==> src/rtl/wiener_pkg.sv <==
// Shared types and defaults for the Wiener filter block scheduler and its
// companion datapath.
package wiener_pkg;

  localparam int DEF_DATA_WIDTH    = 8;
  localparam int DEF_TOTAL_SAMPLES = 64;

  typedef logic [2*DEF_DATA_WIDTH-1:0] stat_t;

  typedef enum logic [2:0] {
    IDLE,
    WAIT_STATS,
    PREFETCH,
    STREAM,
    NEXT
  } sched_state_t;

endpackage

==> src/rtl/wiener_sample_counter.sv <==
// Modulo-N sample counter with synchronous clear/enable and a flag that
// marks the final sample index (N-1).
module wiener_sample_counter #(
  parameter int N = 64
) (
  input  logic clk,
  input  logic rst_n,
  input  logic clr_i,
  input  logic en_i,
  output logic last_o
);

  localparam int                 W    = $clog2(N);
  localparam logic [W-1:0]       LAST = W'(N - 1);

  logic [W-1:0] count_q, count_d;

  assign last_o = (count_q == LAST);

  always_comb begin
    count_d = count_q;
    if (clr_i) begin
      count_d = '0;
    end else if (en_i) begin
      count_d = last_o ? '0 : count_q + 1'b1;
    end
  end

  always_ff @(posedge clk or negedge rst_n) begin
    if (!rst_n) begin
      count_q <= '0;
    end else begin
      count_q <= count_d;
    end
  end

endmodule

==> src/rtl/wiener_block_sched.sv <==
// Block sequencer in front of wiener_calc: latches frame/block statistics and
// streams one contiguous block of pixels per stats handshake.
// Optional frame cycle counter enabled by defining WIENER_SCHED_PERF_EN.
module wiener_block_sched
  import wiener_pkg::*;
#(
  parameter int DATA_WIDTH    = DEF_DATA_WIDTH,
  parameter int TOTAL_SAMPLES = DEF_TOTAL_SAMPLES,
  parameter int LEVEL_WIDTH   = 8
) (
  input  logic                    clk,
  input  logic                    rst_n,
  input  logic [31:0]             blocks_per_frame,
  input  logic                    noise_valid,
  input  logic [2*DATA_WIDTH-1:0] noise_variance_in,
  input  logic                    st_valid,
  output logic                    st_ready,
  input  logic [2*DATA_WIDTH-1:0] mean_in,
  input  logic [2*DATA_WIDTH-1:0] variance_in,
  input  logic                    pix_valid,
  input  logic [DATA_WIDTH-1:0]   pix_in,
  input  logic [LEVEL_WIDTH-1:0]  pix_level,
  output logic                    pix_ready,
  output logic                    stats_ready,
  output logic [2*DATA_WIDTH-1:0] mean_of_block,
  output logic [2*DATA_WIDTH-1:0] variance_of_block,
  output logic [2*DATA_WIDTH-1:0] noise_variance,
  output logic [DATA_WIDTH-1:0]   data_in,
  output logic [31:0]             block_idx,
  output logic                    frame_done,
  output logic                    underrun,
  output logic                    busy,
  output logic [31:0]             frame_cycles
);

  localparam logic [LEVEL_WIDTH-1:0] LEVEL_FULL = LEVEL_WIDTH'(TOTAL_SAMPLES);

  sched_state_t state_q, state_d;

  logic [2*DATA_WIDTH-1:0] noise_q, mean_q, var_q;
  logic [DATA_WIDTH-1:0]   data_q;
  logic [31:0]             block_idx_q, bpf_last_q;
  logic                    stats_ready_q, frame_done_q, underrun_q;

  logic pop, cnt_clr, cnt_last;
  logic start_frame, take_stats, next_blk, end_frame;

  wiener_sample_counter #(.N(TOTAL_SAMPLES)) u_sample_cnt (
    .clk    (clk),
    .rst_n  (rst_n),
    .clr_i  (cnt_clr),
    .en_i   (pop),
    .last_o (cnt_last)
  );

  always_ff @(posedge clk or negedge rst_n) begin
    if (!rst_n) begin
      state_q <= IDLE;
    end else begin
      state_q <= state_d;
    end
  end

  // The PREFETCH pop moves the counter to 1, so STREAM pops samples 1..N-1
  // and the counter's last flag marks the final pop of the block.
  always_comb begin
    state_d     = state_q;
    st_ready    = 1'b0;
    pop         = 1'b0;
    cnt_clr     = 1'b0;
    start_frame = 1'b0;
    take_stats  = 1'b0;
    next_blk    = 1'b0;
    end_frame   = 1'b0;
    case (state_q)
      IDLE: begin
        if (noise_valid) begin
          start_frame = 1'b1;
          state_d     = WAIT_STATS;
        end
      end
      WAIT_STATS: begin
        st_ready = 1'b1;
        cnt_clr  = 1'b1;
        if (st_valid) begin
          take_stats = 1'b1;
          state_d    = PREFETCH;
        end
      end
      PREFETCH: begin
        if (pix_level >= LEVEL_FULL) begin
          pop     = 1'b1;
          state_d = STREAM;
        end
      end
      STREAM: begin
        pop = 1'b1;
        if (cnt_last) state_d = NEXT;
      end
      NEXT: begin
        if (block_idx_q == bpf_last_q) begin
          end_frame = 1'b1;
          state_d   = IDLE;
        end else begin
          next_blk = 1'b1;
          state_d  = WAIT_STATS;
        end
      end
      default: state_d = IDLE;
    endcase
  end

  assign pix_ready = pop;
  assign busy      = (state_q != IDLE);

  always_ff @(posedge clk or negedge rst_n) begin
    if (!rst_n) begin
      noise_q       <= '0;
      mean_q        <= '0;
      var_q         <= '0;
      data_q        <= '0;
      block_idx_q   <= '0;
      bpf_last_q    <= '0;
      stats_ready_q <= 1'b0;
      frame_done_q  <= 1'b0;
      underrun_q    <= 1'b0;
    end else begin
      stats_ready_q <= pop && (state_q == PREFETCH);
      frame_done_q  <= end_frame;
      if (start_frame) begin
        noise_q    <= noise_variance_in;
        bpf_last_q <= (blocks_per_frame == 32'd0) ? 32'd0 : blocks_per_frame - 32'd1;
      end
      if (take_stats) begin
        mean_q <= mean_in;
        var_q  <= variance_in;
      end
      // A missing pixel still consumes a slot so the block length never stretches.
      if (pop) begin
        if (pix_valid) data_q <= pix_in;
        else           underrun_q <= 1'b1;
      end
      if (start_frame || end_frame) begin
        block_idx_q <= '0;
      end else if (next_blk) begin
        block_idx_q <= block_idx_q + 32'd1;
      end
    end
  end

  assign stats_ready       = stats_ready_q;
  assign frame_done        = frame_done_q;
  assign underrun          = underrun_q;
  assign mean_of_block     = mean_q;
  assign variance_of_block = var_q;
  assign noise_variance    = noise_q;
  assign data_in           = data_q;
  assign block_idx         = block_idx_q;

`ifdef WIENER_SCHED_PERF_EN
  logic [31:0] perf_cnt_q, frame_cycles_q;

  // The reported figure includes the frame_done cycle itself.
  always_ff @(posedge clk or negedge rst_n) begin
    if (!rst_n) begin
      perf_cnt_q     <= '0;
      frame_cycles_q <= '0;
    end else if (frame_done_q) begin
      frame_cycles_q <= perf_cnt_q + 32'd1;
      perf_cnt_q     <= '0;
    end else if (busy) begin
      perf_cnt_q <= perf_cnt_q + 32'd1;
    end
  end

  assign frame_cycles = frame_cycles_q;
`else
  assign frame_cycles = 32'd0;
`endif

endmodule

==> config.mk <==
export PLATFORM = sky130hd
export DESIGN_NAME = wiener_block_sched
export DESIGN_NICKNAME = d
export VERILOG_FILES = /design/src/rtl/wiener_pkg.sv /design/src/rtl/wiener_sample_counter.sv /design/src/rtl/wiener_block_sched.sv
export SDC_FILE = /design/constraint.sdc
export NUM_CORES = 1
export LEC_CHECK = 0
export ABC_AREA = 1
export CAP_MARGIN = 25
export CORE_UTILIZATION = 51
export CTS_CLUSTER_DIAMETER = 100
export DETAILED_ROUTE_END_ITERATION = 12
export PLACE_DENSITY = 0.92
export SLEW_MARGIN = 10
export SYNTH_ARGS = -nofsm -noshare
export SYNTH_HDL_FRONTEND = slang
export SYNTH_SLANG_ARGS = --single-unit
==> constraint.sdc <==
create_clock -name clk -period 4.8 [get_ports clk]
set_input_delay 0.96 -clock clk [delete_from_list [all_inputs] [get_ports clk]]
set_output_delay 0.96 -clock clk [all_outputs]
set_load 0.005 [all_outputs]
Word-level counts from Yosys, hierarchy flattened
Cells that the tools add are included.
{"block": "op_classes", "n_lt_le_gt_ge": 1, "mux": 23, "eq_ne": 10, "n_reduce_logical": 10, "bitwise_logic": 1, "addsub": 3}
{"operator": "$mux 32", "count": 3}
{"operator": "$add 32x1->32 const B", "count": 1}
{"operator": "$eq 32x32->1", "count": 1}
{"operator": "$logic_not 32->1", "count": 1}
{"operator": "$sub 32x1->32 const B", "count": 1}
{"operator": "$mux 6", "count": 3}
{"operator": "$pmux 3 s5", "count": 1}
{"operator": "$mux 3", "count": 4}
{"operator": "$mux 1", "count": 11}
{"operator": "$ge 8x7->1 const B", "count": 1}
{"operator": "$add 6x1->6 const B", "count": 1}
{"operator": "$eq 3x2->1 const B", "count": 2}
{"operator": "$eq 6x6->1 const B", "count": 1}
{"operator": "$ne 2x2->1 const B", "count": 3}
{"operator": "$reduce_and 2->1", "count": 2}
{"operator": "$reduce_and 4->1", "count": 1}
{"operator": "$reduce_bool 2->1", "count": 2}
{"operator": "$eq 3x1->1 const B", "count": 1}
{"operator": "$eq 3x3->1 const B", "count": 1}
{"operator": "$logic_not 3->1", "count": 1}
{"operator": "$reduce_bool 3->1", "count": 1}
{"operator": "$ne 2x1->1 const B", "count": 1}
{"operator": "$pmux 1 s2", "count": 1}
{"operator": "$logic_and 1x1->1", "count": 1}
{"operator": "other kinds (2)", "count": 2}
{"block": "word_totals", "input_bits": 101, "ff_bits": 132, "word_cells": 59, "out_inout_bits": 126}

Depth between registers and ports, before layout
Gate-level depths: netlist of run 1.
{"block": "depth", "ltp_word": 5, "mapped_depth": 11, "depth_no_buf": 11}

By module
A second synthesis of run 1 with hierarchy kept.
{"block": "unflattened", "hier_cells": 910, "hier_area_um2": 7500.9}
{"module": "wiener_block_sched", "n_inst": 1, "seq_area_each_um2": 3153.0, "cells_per_inst": 859, "area_each_um2": 7159.4}
{"module": "wiener_sample_counter", "n_inst": 1, "seq_area_each_um2": 150.1, "cells_per_inst": 51, "area_each_um2": 341.6}

Least setup slack after synthesis of run 1
OpenSTA, ideal clock, no wires.
{"block": "synth_timing", "path_type": "input-to-output", "start": "input port pix_level[6]", "end": "output port pix_ready", "setup_slack_ns": 2.308, "t_arrival_ns": 1.532, "n_path_buf": 0, "required_time_ns": 3.840, "stages": 3, "cell_sequence": "or2_1 o21ai_2 inv_2"}
{"block": "synth_between", "elab_chain_cells": 3}
{"element": "from (decl)", "line": "wiener_block_sched.sv:22", "source": "input logic [LEVEL_WIDTH-1:0] pix_level,"}
{"element": "$ge 8x7->1", "line": "wiener_block_sched.sv:91", "source": "if (pix_level >= LEVEL_FULL) begin"}
{"element": "$mux 1", "line": "wiener_block_sched.sv:91"}
{"element": "$pmux 1 s2", "line": "wiener_block_sched.sv:75", "source": "case (state_q)"}
{"element": "to (decl)", "line": "wiener_block_sched.sv:23", "source": "output logic pix_ready,"}
Every way passes these cells.

Worst setup path in the final report of run 1
Same ends and word-level chain as after synthesis.

==> results of run 1 <==
==> worst reg2reg max path, delay by kind of cell, from the launching register on <==
kind	cells	cell delay [ns]
buffers and inverters	2	0.38
DFF	1	0.46
and+or+nand+nor	5	1.31
==> report_power, final <==
part | switching (µW) | internal (µW) | leakage, µW | total (µW)
logic | 779 | 951 | 0.00249 | 1730
clock network | 483 | 927 | 0.000309 | 1410
registers | 253 | 1510 | 0.00167 | 1770
==> sequential cells by signal (all words and copies together) (netlist names) <==
register,count
state_q,3
stats_ready,1
u_sample_cnt.count_q,6
data_in,8
mean_of_block,16
block_idx,32
underrun,1
noise_variance,16
variance_of_block,16
frame_done,1
bpf_last_q,32
==> cell families (layout without fill, tap and decap cells) <==
kind of cell | count (synthesis) | count (layout) | synth area share, %
adder cells (fa/ha/maj) | 3 | 3 | 0.513
other | 1 | 32 | 0.0513
flip-flops | 132 | 132 | 45.2
XOR/XNOR | 61 | 61 | 7.30
buffers and inverters | 133 | 304 | 8.98
multiplexers | 40 | 40 | 6.16
AO/OA/AOI/OAI | 50 | 50 | 3.78
AND/OR/NAND/NOR | 490 | 490 | 28.1
==> per-stage QoR <==
step / setup slack [ns] / instance area, µm² / std cells
floorplan: 2.31 / 7430 / 941
global placement: 1.34 / 9210 / 1260
detailed placement: 1.30 / 9210 / 1260
CTS: 1.27 / 9870 / 1292
global route: 1.18 / 9870 / 1292
finish: 1.27 / 9870 / 1292
==> placed cells by master (no fill, tap or decap), types with 2 or more instances in the layout <==
cell type / n
clkinv_4: 2
o22ai_1: 7
xnor2_1: 32
inv_1: 76
conb_1: 32
ha_1: 3
nor2_1: 130
o21ai_1: 12
mux2_2: 40
o21ai_0: 19
xor2_1: 29
nand4_1: 15
clkbuf_8: 4
dfrtp_1: 132
clkinvlp_4: 3
or2_2: 2
nand2_2: 4
inv_2: 4
nor3_1: 13
a21oi_1: 6
clkdlybuf4s50_1: 187
nor2_8: 3
bufinv_16: 4
buf_4: 3
nor2_2: 3
clkbuf_16: 17
o21bai_1: 3
nand2_1: 267
nand3_1: 47
==> cell type report <==
type                    instances  area (µm²)  share of cell area (%)
repair buffers                191        1910                    19.3
inverters                      81         307                    3.11
clock buffers                  22         484                    4.91
well taps                     180         225                    2.28
multi-input cells             676        3470                    35.2
flip-flops and latches        132        3300                    33.5
clock inverters                10         169                    1.71
==> worst paths after layout <==
path,endpoint,slack [ns]
max in group asynchronous,variance_of_block[0],3.19
max reg2reg,block_idx[16],2.51
min in group asynchronous,bpf_last_q[11],0.60
min,underrun,0.47
max,pix_ready,1.27
min reg2reg,underrun,0.47
==> metal layers <==
layer / routed length, µm / track usage, % / share of wire [%] / vias up
li1: - / - / - / 3181
met4: 415 / 10.4 / 2.2 / 0
met5: 0 / 0 / 0 / -
met1: 7250 / 32.4 / 39 / 3092
met2: 9520 / 45.0 / 51 / 312
met3: 1350 / 5.85 / 7.3 / 51
==> flow_summary.yaml, run 1 <==
die:
  start_util_pct: 52.5
  die_width_um: 122
  die-area_um2: 14800
  io_pins: 227
  coreArea_um2: 13900
  num_rows: 43
  die_height_um: 122
cts:
  clk_pin_slew_ns: 0.06
  cts_setup_buffers: 0
  cts.htree.levels: 4
  hold_buffers: 0
  clock-root-buffer: "clkbuf_16"
  cts_buffer_depth: 2
  cts_tree: "done"
  cts_made_buffers: 17
  post_cts_resize_count: 0
  insertion_delay_ns: 0.42
  clock_sinks: 132
worst_setup_path:
  slowest_stage: "clkdlybuf4s50_1"
  path_class: "input port to output pin"
  crit_buf_inv: 3
  crit_path_end_kind: "output pin"
  rr_startpoint: "state_q[0]"
  critPathLaunchType: "input port"
  cp-startpoint: "pix_level[6]"
  cp_top_family: "buffers and inverters"
  cp_max_fo: 8
  worst_path_largest_cell_delay_ns: 0.49
  path_cells: "clkdlybuf4s50_1 > or2_1 > o21ai_2 > inv_2 > clkdlybuf4s50_1"
  reg2reg_depth: 7
  arrival_ns: 2.57
  cp_common_cell: "clkdlybuf4s50_1"
  required_ns: 3.84
  path_depth: 5
outcome:
  status: "finished, final reports clean"
final_layout:
  fillers: 1049
  antenna_cells: 0
  finalNetCount: 1203
  utilization_pct: 70.8
  syn_to_final_growth_pct: 34.9
  drive_above_1_share_pct: 8.72
timing:
  period_needed_ns: 3.53
  setup_viol: 0
  max_slew.worst_pin.slew_ns: 0.872
  worst_slew_margin_rel_pct: 41.8
  holdWs_ns: 0.473
  clock.fmax_ghz: 0.284
  fin_crit_sh_pct: 73.5
  slew_viol_final: 0
  rsz0062_at_grt: "false"
  skew_ns: 0.00832
  final-hold-violation-count: 0
  tns_ns: 0
power:
  powerDensity_nw_per_um2: 497
  p_leak_uw: 0.00447
  total_power_uw: 4910
  ir_worst_vdd_mv: 0.254
synth:
  synth_cell_type_count: 37
  synth_top_area_share_pct: 45.2
  synth.area.top_cells: "dfrtp_1 (45%), nand2_1 (14%), nor2_1 (6.7%)"
  yosysSeqAreaShare_pct: 45.2
  syn_area_um2: 7320
  synth_edf_count: 0
  synth_most_common_cell: "nand2_1"
  yosys_most_used_dff: "dfrtp_1"
  yosys_warnings: 0
  yosys_register_bits: 132
  synthArstFlopShare_pct: 100
  synth_top_cells_by_count: "nand2_1 (267), dfrtp_1 (132), nor2_1 (130), inv_1 (76), nand3_1 (47)"
  yosysTopAreaCell: "dfrtp_1"
  syn_area_per_cell_um2: 8.04
  syn_inst: 910
detailed_routing:
  via_per_inst: 5.14
  totalWireLength_um: 18500
  vias: 6636
  ant_nets: 0
  dr.pass1.iters: 5
  wire_per_inst_um: 14.3
  drc: 0
  drt-initial-drc-count: 380
job:
  maxCapViolCount: 0
worst_hold_path:
  min-delay-start: "underrun"
  hold_path_depth: 1
  hp-class: "flop to flop"
placed_design:
  hpwl_um: 13700
  io_buffers: 188
  gp_congestion: 0.895
global_routing:
  grt_pass1_wl_um: 30400
  grt_start_max_net_pins: 97
  gr-total-overflow: 0
  antenna_found_initial: 0
  grt.total_usage_pct: 26.4
  first_global_vias: 6390
Power figures use the tool's default switching activity.
==> inputs of run 2 (changes only) <==
- CORE_UTILIZATION: 51 -> 43
- PLACE_DENSITY: 0.92 -> 0.84
- clock period: 4.8 -> 2.98 ns (I/O delays scaled with it)
==> flow_summary.yaml, run 2 (synthesis results as in run 1) <==
cts:
  clock_sinks: 132
  cts_buffer_depth: 2
  cts_made_buffers: 17
  cts_tree: "done"
  cts_setup_buffers: 0
  clock-root-buffer: "clkbuf_16"
  cts.htree.levels: 4
  clk_pin_slew_ns: 0.06
  insertion_delay_ns: 0.42
  post_cts_resize_count: 0
  hold_buffers: 0
global_routing:
  first_global_vias: 6188
  gr-total-overflow: 0
  grt_start_max_net_pins: 72
  use_met2_pct: 37.0
  use_met1_pct: 26.1
  busiest_layer: "met2"
  antenna_found_initial: 0
  grt_pass1_wl_um: 29800
  grt.total_usage_pct: 21.3
  grt_use_met3_pct: 5.44
worst_setup_path:
  path_cells: "clkdlybuf4s50_1 > or2_1 > o21ai_2 > inv_2 > clkdlybuf4s50_1"
  cp_max_fo: 4
  cp-startpoint: "pix_level[6]"
  required_ns: 2.38
  crit_buf_inv: 3
  crit_path_end_kind: "output pin"
  path_class: "input port to output pin"
  critPathLaunchType: "input port"
  slowest_stage: "clkdlybuf4s50_1"
  cp_top_family: "buffers and inverters"
  rr_startpoint: "block_idx[0]"
  cp_common_cell: "clkdlybuf4s50_1"
  arrival_ns: 2.03
  worst_path_largest_cell_delay_ns: 0.47
power:
  powerDensity_nw_per_um2: 775
  p_leak_uw: 0.00447
  ir_worst_vdd_mv: 0.421
timing:
  skew_ns: 0.00871
  rsz0062_at_grt: "false"
  tns_ns: 0
  slew_viol_final: 0
  worst_slew_margin_rel_pct: 61.4
  setup_viol: 0
  final-hold-violation-count: 0
  max_slew.worst_pin.slew_ns: 0.579
  fin_crit_sh_pct: 88.1
  period_needed_ns: 2.62
  clock.fmax_ghz: 0.381
final_layout:
  final_cells: 1336
  layout_commonest_cell: "nand2_1"
  final_area_um2: 9910
  syn_to_final_growth_pct: 35.4
  antenna_cells: 0
  drive_above_1_share_pct: 9.05
  finalNetCount: 1207
  mostFrequentLayoutCells: "nand2_1 (267), clkdlybuf4s50_1 (187), dfrtp_1 (132)"
placed_design:
  placed_area_um2: 9310
  gp_congestion: 0.865
  numPlacedInstances: 1304
  io_buffers: 188
  hpwl_um: 13700
detailed_routing:
  wire_per_inst_um: 13.4
  ant_nets: 0
  totalWireLength_um: 17900
  vias: 6392
  drt-initial-drc-count: 357
  drc: 0
  via_per_inst: 4.78
  dr.pass1.iters: 5
worst_hold_path:
  hp-class: "input port to asynchronous set/reset pin"
die:
  start_util_pct: 44.1
  die_width_um: 132
  io_pins: 227
  coreArea_um2: 16600
  die_height_um: 132
  num_rows: 47
  die-area_um2: 17500
job:
  maxCapViolCount: 0
outcome:
  status: "finished, final reports clean"
-- run 2: cell count changes in the layout (fill, tap and decap cells not counted) --
cell,before,now
buf_4,3,6
clkbuf_8,4,1
buf_12,0,2
bufinv_16,4,2
clkinv_4,2,4
inv_6,1,3
buf_6,1,0
clkinv_2,0,1
-- run 2: report_power, final --
group	internal [µW]	switching, µW
Clock	1260	796
Combinational	1560	1230
Sequential	2440	390
Total	5260	2420
-- run 2: worst paths after layout --
path | end | cells past startpoint | slack (ns)
worst min-delay path | noise_variance[10] | 1 | 0.18
min in group clk | noise_variance[9] | 2 | 0.47
worst min register to register | noise_variance[9] | 2 | 0.47
worst max register to register | block_idx[20] | 10 | 0.98
worst max-delay path | pix_ready | 5 | 0.36
max in group asynchronous | bpf_last_q[27] | 2 | 2.00
-- run 2: area by class of cell --
class,count,area (µm²)
clock buffers,19,443
clock inverters,13,149
fillers,1415,6680
inverters,81,307
multi-input cells,676,3470
flip-flops and latches,132,3300
well taps,220,275
repair buffers,195,1960
-- run 2: metal layers --
layer,share of wire [%],up-vias
li1,-,3199
met1,43,2991
met2,51,183
met3,5.4,19
met4,1.4,0
met5,0,-
-- run 2: metrics by stage --
step | util [%] | setup slack (ns) | power, µW | hold slack [ns]
6_report | 59.7 | 0.356 | 7680 | 0.177
5_1_grt | 59.7 | 0.279 | 8160 | 0.209
4_1_cts | 59.7 | 0.318 | 7770 | 0.185
3_5_place_dp | 56.2 | 0.322 | 5670 | 0.458
3_3_place_gp | 56.2 | 0.364 | 5560 | 0.453
2_1_floorplan | - | 1.12 | 4310 | 0.300
==> inputs of run 3 (changes only) <==
- ABC_CLOCK_PERIOD_IN_PS: unset -> 2980
- GPL_TIMING_DRIVEN: unset -> 0
- RECOVER_POWER: unset -> 25
==> flow_summary.yaml, run 3 (synthesis results as in run 1) <==
outcome:
  status: "finished, final reports clean"
cts:
  insertion_delay_ns: 0.42
  cts_setup_buffers: 0
  clk_pin_slew_ns: 0.06
  hold_buffers: 0
  clock-root-buffer: "clkbuf_16"
  post_cts_resize_count: 0
  cts_tree: "done"
  cts_made_buffers: 17
  clock_sinks: 132
  cts.htree.levels: 4
  cts_buffer_depth: 2
final_layout:
  antenna_cells: 0
  mostFrequentLayoutCells: "nand2_1 (267), clkdlybuf4s50_1 (187), dfrtp_1 (132)"
  layout_commonest_cell: "nand2_1"
  final_area_um2: 10100
  syn_to_final_growth_pct: 38.5
  drive_above_1_share_pct: 12.3
  finalNetCount: 1253
  fillers: 1424
  utilization_pct: 61.1
worst_setup_path:
  required_ns: 2.38
  cp_top_family: "buffers and inverters"
  cp_common_cell: "clkdlybuf4s50_1"
  crit_path_end_kind: "output pin"
  cp_max_fo: 8
  path_class: "input port to output pin"
  crit_buf_inv: 3
  slowest_stage: "clkdlybuf4s50_1"
  critPathLaunchType: "input port"
  arrival_ns: 2.23
  worst_path_largest_cell_delay_ns: 0.49
  path_cells: "clkdlybuf4s50_1 > or2_1 > o21ai_2 > inv_2 > clkdlybuf4s50_1"
timing:
  final-hold-violation-count: 0
  fin_crit_sh_pct: 94.8
  rsz0062_at_grt: "false"
  period_needed_ns: 2.83
  setup_viol: 0
  max_slew.worst_pin.slew_ns: 1.22
  clock.fmax_ghz: 0.354
  setup_ws_ns: 0.154
  skew_ns: 0.00942
  worst_slew_margin_rel_pct: 18.7
  slew_viol_final: 0
global_routing:
  grt.total_usage_pct: 22.6
  grt_pass1_wl_um: 31600
  grt_start_max_net_pins: 84
  gr-total-overflow: 0
  antenna_found_initial: 0
  first_global_vias: 6438
detailed_routing:
  dr.pass1.iters: 5
  via_per_inst: 4.73
  ant_nets: 0
  drc: 0
  totalWireLength_um: 19000
  drt-initial-drc-count: 408
  vias: 6538
  wire_per_inst_um: 13.7
placed_design:
  hpwl_um: 14700
  io_buffers: 188
  gp_congestion: 0.864
  placed_area_um2: 9620
  pre_cts_ws_ns: 0.141
die:
  coreArea_um2: 16600
  num_rows: 47
  die-area_um2: 17500
  die_width_um: 132
  die_height_um: 132
  io_pins: 227
  start_util_pct: 44.1
worst_hold_path:
  hp-class: "input port to asynchronous set/reset pin"
power:
  powerDensity_nw_per_um2: 752
  ir_worst_vdd_mv: 0.403
  total_power_uw: 7620
  p_leak_uw: 0.00465
job:
  maxCapViolCount: 0
-- run 3: cell count changes in the layout (fill, tap and decap cells not counted), sizes merged --
cell,change
bufinv,-2
clkinv,+1
clkbuf,+6
buf,+40
clkinvlp,+1
-- run 3: power by group --
part           internal [µW]  switching, µW  total [µW]
registers               2440            384        2820
clock network           1090            822        1910
logic                   1600           1280        2880
-- run 3: layout make-up --
cell class	count	area, µm²	share of cell area, %
multi-input combinational	676	3470	34.2
inverter	81	307	3.03
tap	220	275	2.72
buffer	52	350	3.46
clock inverter	13	101	1.00
clock buffer	19	443	4.37
timing repair buffer	189	1880	18.6
sequential	132	3300	32.6
-- run 3: per-stage QoR --
stage | std cells | TNS [ns] | hold WS, ns
finish | 1382 | 0 | 0.409
global route | 1382 | 0 | 0.503
CTS | 1382 | 0 | 0.128
detailed placement | 1350 | 0 | 0.464
global placement | 1349 | -516.16 | 0.453
floorplan | 941 | 0 | 0.300
-- run 3: final timing paths --
check | cells past startpoint | end | start | slack [ns]
worst max-delay path | 5 | pix_ready | pix_level[6] | 0.15
worst min-delay path | 1 | noise_variance[10] | rst_n | 0.41
worst max register to register | 5 | bpf_last_q[5] | state_q[0] | 0.97
worst min register to register | 2 | noise_variance[10] | noise_variance[10] | 0.47
max in group asynchronous | 2 | bpf_last_q[5] | rst_n | 0.75
min in group clk | 2 | noise_variance[10] | noise_variance[10] | 0.47
-- run 3: metal layers --
metal	part of all wire [%]	wire length, µm	up-vias	global-route usage, %
li1	-	-	3285	-
met1	42	7940	3029	27.3
met2	51	9630	194	39.6
met3	5.7	1080	30	5.33
met4	1.8	346	0	7.47
met5	0	0	-	0
